`config.mk`:
```
export PLATFORM = sky130hd
export DESIGN_NAME = scoreboard_mp
export DESIGN_NICKNAME = d
export VERILOG_FILES = /design/src/rtl/scoreboard_pkg.sv /design/src/rtl/sb_match.sv /design/src/rtl/scoreboard_mp.sv
export SDC_FILE = /design/constraint.sdc
export NUM_CORES = 1
export LEC_CHECK = 0
export ABC_CLOCK_PERIOD_IN_PS = 3800
export CAP_MARGIN = 20
export CORE_MARGIN = 2
export CORE_UTILIZATION = 62
export CTS_BUF_LIST = sky130_fd_sc_hd__clkbuf_2 sky130_fd_sc_hd__clkbuf_4 sky130_fd_sc_hd__clkbuf_8
export DETAILED_ROUTE_END_ITERATION = 10
export GPL_ROUTABILITY_DRIVEN = 0
export PLACE_DENSITY = 0.88
export SETUP_SLACK_MARGIN = 0.2
export SYNTH_ARGS = -nofsm -noshare
export SYNTH_HDL_FRONTEND = slang
export SYNTH_SLANG_ARGS = --single-unit
```
`constraint.sdc`:
```
create_clock -name i_clk -period 3.8 [get_ports i_clk]
set_clock_uncertainty 0.2 [all_clocks]
set_input_delay 0.38 -clock i_clk [delete_from_list [all_inputs] [get_ports i_clk]]
set_output_delay 0.38 -clock i_clk [all_outputs]
set_load 0.1 [all_outputs]
```
`src/rtl/scoreboard_pkg.sv`:
```
// Shared constants, width helper and slot record for the multi-port command scoreboard.
package scoreboard_pkg;

  localparam int PROC_COUNT = 4;
  localparam int KEY_W_DEF  = 8;
  localparam int VAL_W_DEF  = 2;

  // Bits needed to hold the value n itself (0..n), e.g. a 0..ENTRIES occupancy counter.
  function automatic int clog2_1(input int n);
    int w;
    w = 1;
    for (int i = 0; i < 31; i++) begin
      if ((1 << i) <= n) w = i + 1;
    end
    return w;
  endfunction

  typedef struct packed {
    logic                 valid;
    logic [KEY_W_DEF-1:0] key;
    logic [VAL_W_DEF-1:0] val;
  } slot_t;

endpackage

```
`src/rtl/sb_match.sv`:
```
// Combinational key matcher: compares one key against every valid slot.
module sb_match #(
  parameter int ENTRIES = 8,
  parameter int KEY_W   = 8,
  parameter int IDX_W   = 3
) (
  input  logic [KEY_W-1:0]         i_key,
  input  logic [ENTRIES-1:0]       i_valid,
  input  logic [ENTRIES*KEY_W-1:0] i_keys,
  output logic [ENTRIES-1:0]       o_hit_vec,
  output logic                     o_any_hit,
  output logic [IDX_W-1:0]         o_idx
);

  genvar gi;
  generate
    for (gi = 0; gi < ENTRIES; gi++) begin : g_cmp
      assign o_hit_vec[gi] = i_valid[gi] && (i_keys[gi*KEY_W +: KEY_W] == i_key);
    end
  endgenerate

  assign o_any_hit = |o_hit_vec;

  // Keys are unique among valid slots, so at most one bit is set and OR-encoding is exact.
  always_comb begin
    o_idx = '0;
    for (int i = 0; i < ENTRIES; i++) begin
      if (o_hit_vec[i]) o_idx = o_idx | IDX_W'(i);
    end
  end

endmodule

```
`src/rtl/scoreboard_mp.sv`:
```
// Multi-port associative scoreboard: command ID -> processor ID, with insert/update,
// delete, flush and RD_PORTS pipelined lookups.
module scoreboard_mp
  import scoreboard_pkg::*;
#(
  parameter int ENTRIES  = 8,
  parameter int KEY_W    = KEY_W_DEF,
  parameter int VAL_W    = VAL_W_DEF,
  parameter int RD_PORTS = 2
) (
  input  logic                        i_clk,
  input  logic                        i_rstn,
  input  logic                        i_wr_valid,
  input  logic [KEY_W-1:0]            i_wr_key,
  input  logic [VAL_W-1:0]            i_wr_val,
  input  logic                        i_del_valid,
  input  logic [KEY_W-1:0]            i_del_key,
  input  logic                        i_flush,
  input  logic [RD_PORTS-1:0]         i_rd_valid,
  input  logic [RD_PORTS*KEY_W-1:0]   i_rd_key,
  output logic [RD_PORTS-1:0]         o_rd_ack,
  output logic [RD_PORTS-1:0]         o_rd_hit,
  output logic [RD_PORTS*VAL_W-1:0]   o_rd_val,
  output logic                        o_wr_err,
  output logic [clog2_1(ENTRIES)-1:0] o_count,
  output logic                        o_full,
  output logic                        o_empty
);

  localparam int CNT_W = clog2_1(ENTRIES);
  localparam int IDX_W = (ENTRIES > 1) ? $clog2(ENTRIES) : 1;

  logic [ENTRIES-1:0]       r_valid;
  logic [KEY_W-1:0]         r_key [ENTRIES];
  logic [VAL_W-1:0]         r_val [ENTRIES];
  logic [CNT_W-1:0]         r_count;
  logic                     r_full;
  logic                     r_empty;
  logic                     r_wr_err;
  logic [RD_PORTS-1:0]      r_rd_ack;
  logic [RD_PORTS-1:0]      r_rd_hit;
  logic [RD_PORTS*VAL_W-1:0] r_rd_val;

  logic [ENTRIES*KEY_W-1:0] w_keys;
  logic [ENTRIES-1:0]       w_wr_hitvec;
  logic [ENTRIES-1:0]       w_del_hitvec;
  logic                     w_wr_hit;
  logic                     w_del_hit;
  logic [IDX_W-1:0]         w_wr_idx;
  logic [IDX_W-1:0]         w_del_idx;
  logic [RD_PORTS-1:0][ENTRIES-1:0] w_rd_hitvec;
  logic [RD_PORTS-1:0]              w_rd_hit;
  logic [RD_PORTS-1:0][IDX_W-1:0]   w_rd_idx;
  logic [IDX_W-1:0]         w_free_idx;
  logic                     w_has_free;
  logic                     w_wr_kill;
  logic                     w_do_upd;
  logic                     w_do_alloc;
  logic                     w_do_del;
  logic                     w_wr_err;
  logic [CNT_W-1:0]         w_count_next;
  logic                     w_unused_hitvecs;

  genvar gi;
  generate
    for (gi = 0; gi < ENTRIES; gi++) begin : g_keys
      assign w_keys[gi*KEY_W +: KEY_W] = r_key[gi];
    end
    for (gi = 0; gi < RD_PORTS; gi++) begin : g_rd_match
      sb_match #(.ENTRIES(ENTRIES), .KEY_W(KEY_W), .IDX_W(IDX_W)) u_rd_match (
        .i_key    (i_rd_key[gi*KEY_W +: KEY_W]),
        .i_valid  (r_valid),
        .i_keys   (w_keys),
        .o_hit_vec(w_rd_hitvec[gi]),
        .o_any_hit(w_rd_hit[gi]),
        .o_idx    (w_rd_idx[gi])
      );
    end
  endgenerate

  sb_match #(.ENTRIES(ENTRIES), .KEY_W(KEY_W), .IDX_W(IDX_W)) u_wr_match (
    .i_key    (i_wr_key),
    .i_valid  (r_valid),
    .i_keys   (w_keys),
    .o_hit_vec(w_wr_hitvec),
    .o_any_hit(w_wr_hit),
    .o_idx    (w_wr_idx)
  );

  sb_match #(.ENTRIES(ENTRIES), .KEY_W(KEY_W), .IDX_W(IDX_W)) u_del_match (
    .i_key    (i_del_key),
    .i_valid  (r_valid),
    .i_keys   (w_keys),
    .o_hit_vec(w_del_hitvec),
    .o_any_hit(w_del_hit),
    .o_idx    (w_del_idx)
  );

  // Slot selection uses the encoded indices; the one-hot vectors are not needed here.
  assign w_unused_hitvecs = ^{w_rd_hitvec, w_wr_hitvec, w_del_hitvec};

  always_comb begin
    w_free_idx = '0;
    w_has_free = 1'b0;
    for (int i = ENTRIES - 1; i >= 0; i--) begin
      if (!r_valid[i]) begin
        w_free_idx = IDX_W'(i);
        w_has_free = 1'b1;
      end
    end
  end

  // A same-key delete cancels the write; a slot freed this cycle is never reused this cycle.
  always_comb begin
    w_wr_kill    = i_flush || (i_del_valid && (i_del_key == i_wr_key));
    w_do_upd     = i_wr_valid && !w_wr_kill && w_wr_hit;
    w_do_alloc   = i_wr_valid && !w_wr_kill && !w_wr_hit && w_has_free;
    w_wr_err     = i_wr_valid && !w_wr_kill && !w_wr_hit && !w_has_free;
    w_do_del     = i_del_valid && !i_flush && w_del_hit;
    w_count_next = i_flush ? '0 : (r_count + CNT_W'(w_do_alloc) - CNT_W'(w_do_del));
  end

  always_ff @(posedge i_clk or negedge i_rstn) begin
    if (!i_rstn) begin
      r_valid <= '0;
      for (int i = 0; i < ENTRIES; i++) begin
        r_key[i] <= '0;
        r_val[i] <= '0;
      end
    end else if (i_flush) begin
      r_valid <= '0;
    end else begin
      if (w_do_del) r_valid[w_del_idx] <= 1'b0;
      if (w_do_upd) r_val[w_wr_idx] <= i_wr_val;
      if (w_do_alloc) begin
        r_valid[w_free_idx] <= 1'b1;
        r_key[w_free_idx]   <= i_wr_key;
        r_val[w_free_idx]   <= i_wr_val;
      end
    end
  end

  always_ff @(posedge i_clk or negedge i_rstn) begin
    if (!i_rstn) begin
      r_count  <= '0;
      r_full   <= 1'b0;
      r_empty  <= 1'b1;
      r_wr_err <= 1'b0;
    end else begin
      r_count  <= w_count_next;
      r_full   <= (w_count_next == CNT_W'(ENTRIES));
      r_empty  <= (w_count_next == '0);
      r_wr_err <= w_wr_err;
    end
  end

  // Lookups observe the table as it stood before this edge's modifications.
  always_ff @(posedge i_clk or negedge i_rstn) begin
    if (!i_rstn) begin
      r_rd_ack <= '0;
      r_rd_hit <= '0;
      r_rd_val <= '0;
    end else begin
      for (int p = 0; p < RD_PORTS; p++) begin
        r_rd_ack[p] <= i_rd_valid[p];
        r_rd_hit[p] <= i_rd_valid[p] && w_rd_hit[p];
        r_rd_val[p*VAL_W +: VAL_W] <= (i_rd_valid[p] && w_rd_hit[p]) ? r_val[w_rd_idx[p]] : '0;
      end
    end
  end

  assign o_rd_ack = r_rd_ack;
  assign o_rd_hit = r_rd_hit;
  assign o_rd_val = r_rd_val;
  assign o_wr_err = r_wr_err;
  assign o_count  = r_count;
  assign o_full   = r_full;
  assign o_empty  = r_empty;

endmodule

```
# ---- Word-level counts from Yosys, hierarchy flattened
# Cells that the tools add are included.
dict set report word_totals {
  register_bits 103
  output_inout_bits 15
  word_cells 208
}
dict set report classes {
  addsub 2
  n_lt_le_gt_ge 10
  eq_ne 34
  muxes 73
  bitwise 8
  reduce_logical 57
}
# cell n
set ops {}
lappend ops {{8-bit equality test} 33}
lappend ops {{3-bit 2-to-1 mux} 24}
lappend ops {{64-bit bitwise mux} 1}
lappend ops {{16-bit 2-to-1 mux} 3}
lappend ops {{1-bit logical AND} 46}
lappend ops {{8-bit 2-to-1 mux} 5}
lappend ops {{16-bit bitwise mux} 2}
lappend ops {{2-bit 2-to-1 mux} 16}
lappend ops {{8-bit OR reduction} 4}
lappend ops {{8-bit demux with 3-bit select} 1}
lappend ops {{4-bit greater-or-equal comparator, second input constant} 4}
lappend ops {{3-bit inverter with 4-bit output} 4}
lappend ops {{1-bit 2-to-1 mux} 14}
lappend ops {{2-bit binary-select mux with 3-bit select} 2}
lappend ops {{2-bit demux with 3-bit select} 2}
lappend ops {{8-bit bitwise AND} 1}
lappend ops {{3-bit by 4-bit < comparator with 1-bit output, second input constant} 2}
lappend ops {{4-bit by 1-bit < comparator with 1-bit output, second input constant} 2}
lappend ops {{8-bit inverter} 1}
lappend ops {{8-bit bitwise OR} 1}
lappend ops {{1-bit demux with 3-bit select} 2}
lappend ops {{3-bit by 1-bit greater-or-equal comparator with 1-bit output, second input constant} 2}
lappend ops {{4-bit by 1-bit adder with 4-bit output} 1}
lappend ops {{4-bit equality test, second input constant} 1}
lappend ops {{other kinds (7)} 10}

# ---- Depth between registers and ports, before layout
# Gate-level depths: netlist of run 1.
dict set report logic_depth {
  depth_word 20
  depth_mapped 15
  ltp_nobuf 13
}

# ---- Modules after synthesis
# From an unflattened synthesis of run 1, not the netlist that was laid out.
dict set report hier_totals {
  cells_unflattened 776
  hier_area_um2 8050.2
}
# mod instances cells_each area_per_inst_um2
set modules_own_cells {}
lappend modules_own_cells {scoreboard_mp 1 328 4561.9}
lappend modules_own_cells {sb_match 4 112 872.1}

# ---- Least setup slack after synthesis of run 1
# No wires, ideal clock.
dict set report synth_timing {
  path_type {input to register}
  startpoint {input port i_wr_key[5]}
  endpoint {register r_full, in the netlist o_full}
  setup_time_ps 86
  t_arrival_ps 3094
  path_slack_ps 420
  cell_stages 14
  cell_sequence {buf_4 -> xnor2_1 -> nand3_1 -> o311ai_1 -> nor3_1 -> nand4_1 -> ha_1 -> inv_1 -> ha_1 -> fa_1 -> xnor2_1 -> nor2_1 -> or3_1 -> nor3_1}
}
dict set report synth_between {
  elab_chain_len 11
  elab_cells_between_ends 29
}
# element line
set synth_rtl {}
lappend synth_rtl {{start, declared} scoreboard_mp.sv:14} ;# input logic [KEY_W-1:0] i_wr_key,
lappend synth_rtl {{branches (longest 5 deep; another with 8-bit equality test)} n/a}
lappend synth_rtl {{1-bit logical AND (*) (2 in series)} scoreboard_mp.sv:117} ;# w_do_alloc = i_wr_valid && !w_wr_kill && !w_wr_hit && w_has_free;
lappend synth_rtl {{4-bit by 1-bit adder with 4-bit output (*)} scoreboard_mp.sv:120} ;# w_count_next = i_flush ? '0 : (r_count + CNT_W'(w_do_alloc) - CNT_W'(w_do_del));
lappend synth_rtl {{4-bit by 1-bit subtractor with 4-bit output (*)} scoreboard_mp.sv:120}
lappend synth_rtl {{4-bit 2-to-1 mux (*)} scoreboard_mp.sv:120}
lappend synth_rtl {{net w_count_next[2]} scoreboard_mp.sv:61} ;# logic [CNT_W-1:0] w_count_next;
lappend synth_rtl {{4-bit equality test (*)} scoreboard_mp.sv:151} ;# r_full <= (w_count_next == CNT_W'(ENTRIES));
lappend synth_rtl {{end signal, assigned} scoreboard_mp.sv:151}
lappend synth_rtl {{end, declared} scoreboard_mp.sv:37} ;# logic r_full;
# Mark *: on every way through the listed nets, which the timed path passes.
# A chain may end at the register's enable or synchronous reset.

# ---- Final worst setup path of run 1
dict set report layout_timing {
  startpoint {input port i_del_key[1]}
  endpoint {register r_full, in the netlist o_full}
}
dict set report layout_between {
  elab_chain_len 11
  elab_cells_between_ends 29
}
# element line
set layout_rtl {}
lappend layout_rtl {{start, declared} scoreboard_mp.sv:17} ;# input logic [KEY_W-1:0] i_del_key,
lappend layout_rtl {{8-bit equality test} scoreboard_mp.sv:115} ;# w_wr_kill = i_flush || (i_del_valid && (i_del_key == i_wr_key));
lappend layout_rtl {{1-bit logical AND} scoreboard_mp.sv:115}
lappend layout_rtl {{1-bit logical OR} scoreboard_mp.sv:115}
lappend layout_rtl {{1-bit logical NOT} scoreboard_mp.sv:117}
lappend layout_rtl {{1-bit logical AND (3 in series)} scoreboard_mp.sv:117}
lappend layout_rtl {{4-bit by 1-bit adder with 4-bit output} scoreboard_mp.sv:120}
lappend layout_rtl {{4-bit by 1-bit subtractor with 4-bit output (*)} scoreboard_mp.sv:120}
lappend layout_rtl {{4-bit 2-to-1 mux (*)} scoreboard_mp.sv:120}
lappend layout_rtl {{net w_count_next[2]} scoreboard_mp.sv:61}
lappend layout_rtl {{4-bit equality test (*)} scoreboard_mp.sv:151}
# The timed path passes the listed nets; every way through them passes the cells marked *.

==> metrics.md, run 1 <==
| Metric | Value |
|---|---|
| Share of cells above drive strength 1 | 0.250 |
| Register Area | 0.00258 sq mm |
| Slowest-stage cell, CP | clkdlybuf4s50_1 |
| Max capacitance violation total | 0 |
| Multi-input gate area | 0.00510 sq mm |
| Total Routed Length | 24100 um |
| Pwr per Cell Area | 331 mW/mm^2 |
| Pint | 0.00198 W |
| Via count | 6891 |
| Vias per inst | 6.47 |
| LEAKAGE | 3.76 nW |
| DIE WIDTH | 119 um |
| CTS tree | yes |
| Residual DRC | 0 |
| Cells after synthesis | 850 |
| Reg2reg end | o_full |
| Final worst-path cycle share | 0.918 |
| Area grow syn2layout | 14.7% |
| YS warnings | 0 |
| Comb power frac | 0.329 |
| Hold Path Class | input port to asynchronous set/reset pin |
| Crit end category | flop |
| Final Hold Fails | 0 |
| Worst path arrival time | 3620 ps |
| Worst path top cell family by delay | simple AND/OR/NAND/NOR gates |
| Worst Setup EP | o_full |
| Clock slew at reported path FFs | 100 ps |
| Slowest cell delay on critical path | 610 ps |
| FF-to-FF path depth | 14 |
| Sink Count | 103 |
| Clock network power share | 0.221 |
| Worst r2r src | r_key[39] |
| Worst vdd ir | 0.308 mV |
| Primary FF master, synth | dfrtp_1 |
| Net Sw Power | 0.00116 W |
| Final net count | 930 |
| Netlist cell types | 62 |
| Synth async-reset ratio | 1.00 |
| # IOs | 56 |
| Core Util, Final | 0.721 |
| Mean Syn Cell Area | 9.71 sq um |
| Vias in the first global route | 6872 |
| Sequential fraction of design power | 0.450 |
| Cell taking the most area after synthesis | dfrtp_1 |
| Post-DRT Antenna Nets | 0 |
| GR Util All Layers | 0.341 |
| Skew-Pair Late Insertion Delay | 430 ps |
| WL/cell | 22.6 um |
| Clock Tree Buf Depth | 2 |
| Outcome | finished, final reports clean |
| Tot Pwr | 0.00314 W |
| Switching portion of total power | 0.370 |
| Slew @ Worst Pin | 971 ps |
| Minimum clock period | 3490 ps |
| Critical path type | input port to flop |
| Fin. max-slew vios | 0 |
| Reg2reg setup slack | 350 ps |
| Total gr overflow | 0 |
| Worst path depth | 15 |
| Seq/Total Area, Yosys | 0.312 |
| Drt first pass iters | 6 |
| Worst EP required | 3930 ps |
| DP Wirelength | 18300 um |
| Finish-stage setup viols | 0 |
| Largest net degree at the start of global routing | 81 |
| Crit path max fanout | 4 |
| Main area contributors after synthesis | dfrtp_1 (31%), xnor2_1 (24%), mux2_2 (11%) |
| Worst Setup Start Kind | input port |
| Starting DRT DRC Count | 818 |
| Initial Util | 0.628 |
| H-tree levels | 3 |
| RSZ-0062 raised after global routing | false |
| Root buf cell | clkbuf_8 |
| EDFF count, synth | 0 |
| Initial antenna violation count | 0 |
| Num rows | 42 |
| Global-route wire length before repair | 37100 um |
| Synth Register Bits | 103 |
| Layout fillers | 888 |
| Worst path cell trace | clkdlybuf4s50_1 > buf_4 > xnor2_1 > nand2_1 > nor3_2 > nor4_2 > a31oi_2 > ha_1 > inv_1 > ha_2 > fa_1 > xnor2_1 > nor2_1 > or3_4 > nor3_2 |
| Hold Slack | 201 ps |
| Mapped Area | 0.00825 sq mm |
| Buf/Inv on CP | 3 |
| Slew margin rel. | 0.350 |
| Syn_nets | 896 |
| Core Footprint | 0.0131 sq mm |
| Die area | 0.0143 sq mm |
| DIE HEIGHT | 119 um |
| ANT cells | 0 |
| Port Buf Inserts | 55 |
| Crit path launch | i_del_key[1] |
| F_max | 287 MHz |
| Num CTS Buffers | 9 |
| Post-synth top area share | 0.309 |
synth_stat cells, types with 2 or more instances:
cell	n
a21o_1	2
a21oi_1	6
a22oi_1	2
a31o_2	5
a31oi_1	4
a41oi_1	2
and2_1	2
buf_1	2
buf_2	61
buf_4	11
buf_6	7
clkbuf_1	28
clkbuf_2	4
dfrtp_1	102
ha_1	4
inv_1	12
mux2_2	81
mux2_4	8
mux2i_1	11
nand2_1	30
nand3_1	35
nand4_1	36
nand4b_1	2
nor2_1	14
nor2_2	5
nor2b_1	5
nor3_1	31
nor4_1	17
nor4_2	2
o21ai_0	3
o221ai_1	2
o22ai_1	5
o31ai_1	3
or2_2	5
or3_1	6
or4_1	4
xnor2_1	224
xor2_1	43
cell usage in the layout (no fill, tap or decap), drive strengths merged, types with 5 or more instances in the layout:
master | netlist | final
buf | 81 | 80
mux2i | 11 | 11
nand4 | 36 | 36
a21oi | 6 | 6
xor2 | 43 | 43
nor2b | 5 | 5
mux2 | 89 | 89
dfrtp | 102 | 102
inv | 13 | 15
nor3 | 32 | 32
nor4 | 20 | 20
clkdlybuf4s50 | 0 | 52
or2 | 5 | 5
or3 | 6 | 6
nand3 | 36 | 36
clkbuf | 32 | 10
o22ai | 5 | 5
xnor2 | 224 | 224
nor2 | 19 | 19
a31o | 5 | 5
nand2 | 30 | 30
routing by layer:
metal | track usage | part of all wire | vias to the layer above
met1 | 0.429 | 0.37 | 3317
met4 | 0.203 | 0.069 | 0
met5 | 0 | 0 | -
met2 | 0.538 | 0.45 | 480
met3 | 0.0733 | 0.11 | 166
li1 | - | - | 2928
power groups by stage:
| stage | registers (W) | clock network [W] | logic, W |
|---|---|---|---|
| final | 0.00141 | 0.000693 | 0.00103 |
| after CTS | 0.00140 | 0.000699 | 0.00101 |
| after floorplan | 0.00135 | 0 | 0.000798 |
| after global routing | 0.00142 | 0.000731 | 0.00110 |
| after detailed placement | 0.00142 | 0 | 0.00100 |
| after global placement | 0.00141 | 0 | 0.000967 |
how the worst min path moves through the flow:
| stage | to | depth (start not counted) |
|---|---|---|
| final | o_count[3] | 2 |
| after global routing | o_full | 2 |
| after CTS | o_rd_ack[0] | 1 |
| after detailed placement | r_val[6] | 1 |
| after global placement | r_val[10] | 1 |
| after floorplan | o_count[0] | 0 |
cells by family after synthesis:
group,count (synthesis),synth area share
buf+inv,126,0.0785
flops,103,0.312
mux,100,0.138
fa+ha+maj,5,0.00849
xor+xnor,267,0.283
simple gates,202,0.137
compound gates,47,0.0420
registers in the layout, indices dropped and copies added (netlist names):
register,flops
o_wr_err,1
o_count,4
r_valid,8
o_rd_val,4
r_val,16
o_rd_hit,2
o_empty,1
r_key,64
o_rd_ack,2
o_full,1
stage by stage:
stage | TNS (ps) | instance area, sq um | setup slack, ps | std cells
floorplan | 0 | 8250 | 420 | 850
global placement | -290 | 9150 | -163 | 1046
detailed placement | -434 | 9150 | -250 | 1046
CTS | 0 | 9350 | 236 | 1063
global route | 0 | 9470 | 190 | 1065
finish | 0 | 9470 | 313 | 1065
timing repair:
action	in CTS	in global routing
endpoints found under the setup margin	1	2
pin swaps	0	6
hold buffers	1	0
setup buffers	0	0
endpoints found under the hold margin	78	0
resized for setup	1	16
final cells by class:
type | count | area share
multi-input cells | 621 | 0.539
repair buffers | 136 | 0.140
inverters | 13 | 0.00515
well taps | 176 | 0.0233
flip-flops and latches | 103 | 0.272
clock buffers | 9 | 0.0131
clock inverters | 7 | 0.00714
(Power assumes the default switching activity.)
==> inputs of run 2 (changes only) <==
- CORE_MARGIN: 2 -> 1
==> run 2 against run 1 <==
Power up 1.9%. Critical path type unchanged. Global-route usage up 1.4 points. Utilization up 2.9 points. First-iteration DRC count down 2.2%. Clock power up 6.5%. Design area up 1.5%. Final cell count up 1.7%. Combinational power about the same. Sequential power about the same. Largest cell class unchanged.
==> metrics.md, run 2 (synthesis results as in run 1) <==
| Metric | Value |
|---|---|
| Outcome | finished, final reports clean (unchanged) |
| Minimum clock period | 3440 ps (was 3490 ps) |
| DP Area | 0.00926 sq mm (was 0.00915 sq mm) |
| Buf/Inv on CP | 4 (was 3) |
| Area grow syn2layout | 16.5% (was 14.7%) |
| Finish-stage setup viols | 0 (unchanged) |
| Port Buf Inserts | 55 (unchanged) |
| Initial Util | 0.644 (was 0.628) |
| Total Routed Length | 23900 um (was 24100 um) |
| Crit end category | flop (unchanged) |
| Post-DRT Antenna Nets | 0 (unchanged) |
| ANT cells | 0 (unchanged) |
| Final Cell Area | 0.00961 sq mm (was 0.00947 sq mm) |
| Largest net degree at the start of global routing | 83 (was 81) |
| Max reg flops | 64 (unchanged) |
| Slew @ Worst Pin | 1120 ps (was 971 ps) |
| Commonest non-fill, non-tap cell in the layout | xnor2_1 (unchanged) |
| Sink Count | 103 (unchanged) |
| Starting DRT DRC Count | 800 (was 818) |
| Final net count | 952 (was 930) |
| Final worst-path cycle share | 0.906 (was 0.918) |
| Crit path max fanout | 7 (was 4) |
| RSZ-0062 raised after global routing | false (unchanged) |
| Top flop regs | r_key: 64 flops, r_val: 16 flops, r_valid: 8 flops (unchanged) |
| Most frequent cells in the layout | xnor2_1 (224), dfrtp_1 (102), buf_4 (91) (was xnor2_1 (223), dfrtp_1 (102), mux2_2 (81)) |
| Share of cells above drive strength 1 | 0.271 (was 0.250) |
| Drt first pass iters | 8 (was 6) |
| Worst Setup Start Kind | input port (unchanged) |
| Vias per inst | 6.41 (was 6.47) |
| Residual DRC | 0 (unchanged) |
| Tot Pwr | 0.00320 W (was 0.00314 W) |
| CTS tree | yes (unchanged) |
| Post-CTS setup buffer count | 0 (unchanged) |
| DP Wirelength | 18500 um (was 18300 um) |
| LEAKAGE | 3.83 nW (was 3.76 nW) |
| Num CTS Buffers | 9 (unchanged) |
| GR Util All Layers | 0.354 (was 0.341) |
| Via count | 6947 (was 6891) |
| Num rows | 41 (was 42) |
| Critical path type | input port to flop (unchanged) |
| Die area | 0.0138 sq mm (was 0.0143 sq mm) |
| Final Hold Fails | 0 (unchanged) |
| Slowest cell delay on critical path | 430 ps (was 610 ps) |
| Vias in the first global route | 6938 (was 6872) |
| Pwr per Cell Area | 333 mW/mm^2 (was 331 mW/mm^2) |
| Largest reg by FF count | r_key (unchanged) |
| Initial antenna violation count | 0 (unchanged) |
| Worst vdd ir | 0.355 mV (was 0.308 mV) |
| Slew margin rel. | 0.246 (was 0.350) |
| # IOs | 56 (unchanged) |
| Clock slew at reported path FFs | 110 ps (was 100 ps) |
| Worst EP required | 3940 ps (was 3930 ps) |
| Hold Path Class | input port to flop (was input port to asynchronous set/reset pin) |
| F_max | 291 MHz (was 287 MHz) |
| H-tree levels | 3 (unchanged) |
| Slowest-stage cell, CP | fa_2 (was clkdlybuf4s50_1) |
| Total gr overflow | 0 (unchanged) |
| Worst path arrival time | 3580 ps (was 3620 ps) |
| Skew-Pair Late Insertion Delay | 410 ps (was 430 ps) |
| Max capacitance violation total | 0 (unchanged) |
| DIE HEIGHT | 117 um (was 119 um) |
| Final worst slack | 358 ps (was 313 ps) |
| Clock Tree Buf Depth | 2 (unchanged) |
| Worst path top cell family by delay | simple AND/OR/NAND/NOR gates (unchanged) |
| Fin. max-slew vios | 0 (unchanged) |
| Global-route wire length before repair | 37500 um (was 37100 um) |
| WL/cell | 22.1 um (was 22.6 um) |
| Place WS | -281 ps (was -250 ps) |
| Root buf cell | clkbuf_8 (unchanged) |
| Worst path cell trace | clkdlybuf4s50_1 > buf_4 > xnor2_1 > nand3_1 > nor4_2 > buf_4 > nor2_1 > a31oi_2 > ha_1 > inv_1 > ha_1 > fa_2 > nor2b_1 > or3_4 > nor3_2 (was clkdlybuf4s50_1 > buf_4 > xnor2_1 > nand2_1 > nor3_2 > nor4_2 > a31oi_2 > ha_1 > inv_1 > ha_2 > fa_1 > xnor2_1 > nor2_1 > or3_4 > nor3_2) |
| DIE WIDTH | 117 um (was 119 um) |
| Core Footprint | 0.0128 sq mm (was 0.0131 sq mm) |
## run 2: cell types whose count changed in the layout (fill, tap and decap cells not counted), sizes merged
cell,change
buf,+23
bufinv,+1
clkbuf,-1
clkdlybuf4s50,+2
clkinv,-4
clkinvlp,+3
dlymetal6s2s,-2
## run 2: power by group
| part | internal [W] | switching (W) | total, W |
|---|---|---|---|
| Sequential | 0.00120 | 0.000204 | 0.00140 |
| Clock | 0.000311 | 0.000427 | 0.000738 |
| Combinational | 0.000536 | 0.000518 | 0.00105 |
## run 2: worst reg2reg max path, delay by kind of cell (launching register included)
family	cells	cell delay, ps
adder cells (fa/ha/maj)	3	870
flip-flops	1	510
AO/OA/AOI/OAI	1	220
buffers and inverters	3	480
AND/OR/NAND/NOR	5	1020
## run 2: path summary, 6_finish.rpt
path,slack (ps),to,cells after the start,startpoint
worst min register to register,340,r_val[3],1,r_val[3]
max in group asynchronous,2280,r_key[19],4,i_rstn
worst max-delay path,360,o_full,15,i_del_key[5]
worst min-delay path,230,o_rd_ack[0],1,i_rd_valid[0]
min in group asynchronous,240,o_count[3],2,i_rstn
worst max register to register,430,o_full,12,r_valid[5]
## run 2: repair_timing
action | CTS | global route
hold buffers | 1 | 0
endpoints found under the setup margin | 1 | 2
hold endpoints to repair | 79 | 0
pin swaps | 0 | 6
gates resized for setup | 2 | 19
## run 2: final cells by class
type                    instances  area [sq um]
clock buffers                   9           124
clock inverters                 7          80.1
fillers                       842          3210
inverters                      13          48.8
multi-input cells             621          5120
flip-flops and latches        103          2580
well taps                     172           215
repair buffers                158          1450
## run 2: stage by stage
| step | std cells | hold slack, ps | utilization | setup TNS [ps] |
|---|---|---|---|---|
| after CTS | 1082 | 213 | 0.740 | 0 |
| after detailed placement | 1065 | 317 | 0.722 | -452 |
| after global placement | 1065 | 309 | 0.722 | -302 |
| final | 1083 | 226 | 0.750 | 0 |
| after global routing | 1083 | 211 | 0.750 | 0 |
| after floorplan | 850 | -116 | - | 0 |
## run 2: layer usage
layer	global-route usage	up-vias	routed length [um]
met5	0	-	0
met4	0.204	0	1560
met3	0.103	163	2580
met2	0.545	495	10600
met1	0.443	3326	9160
li1	-	2963	-
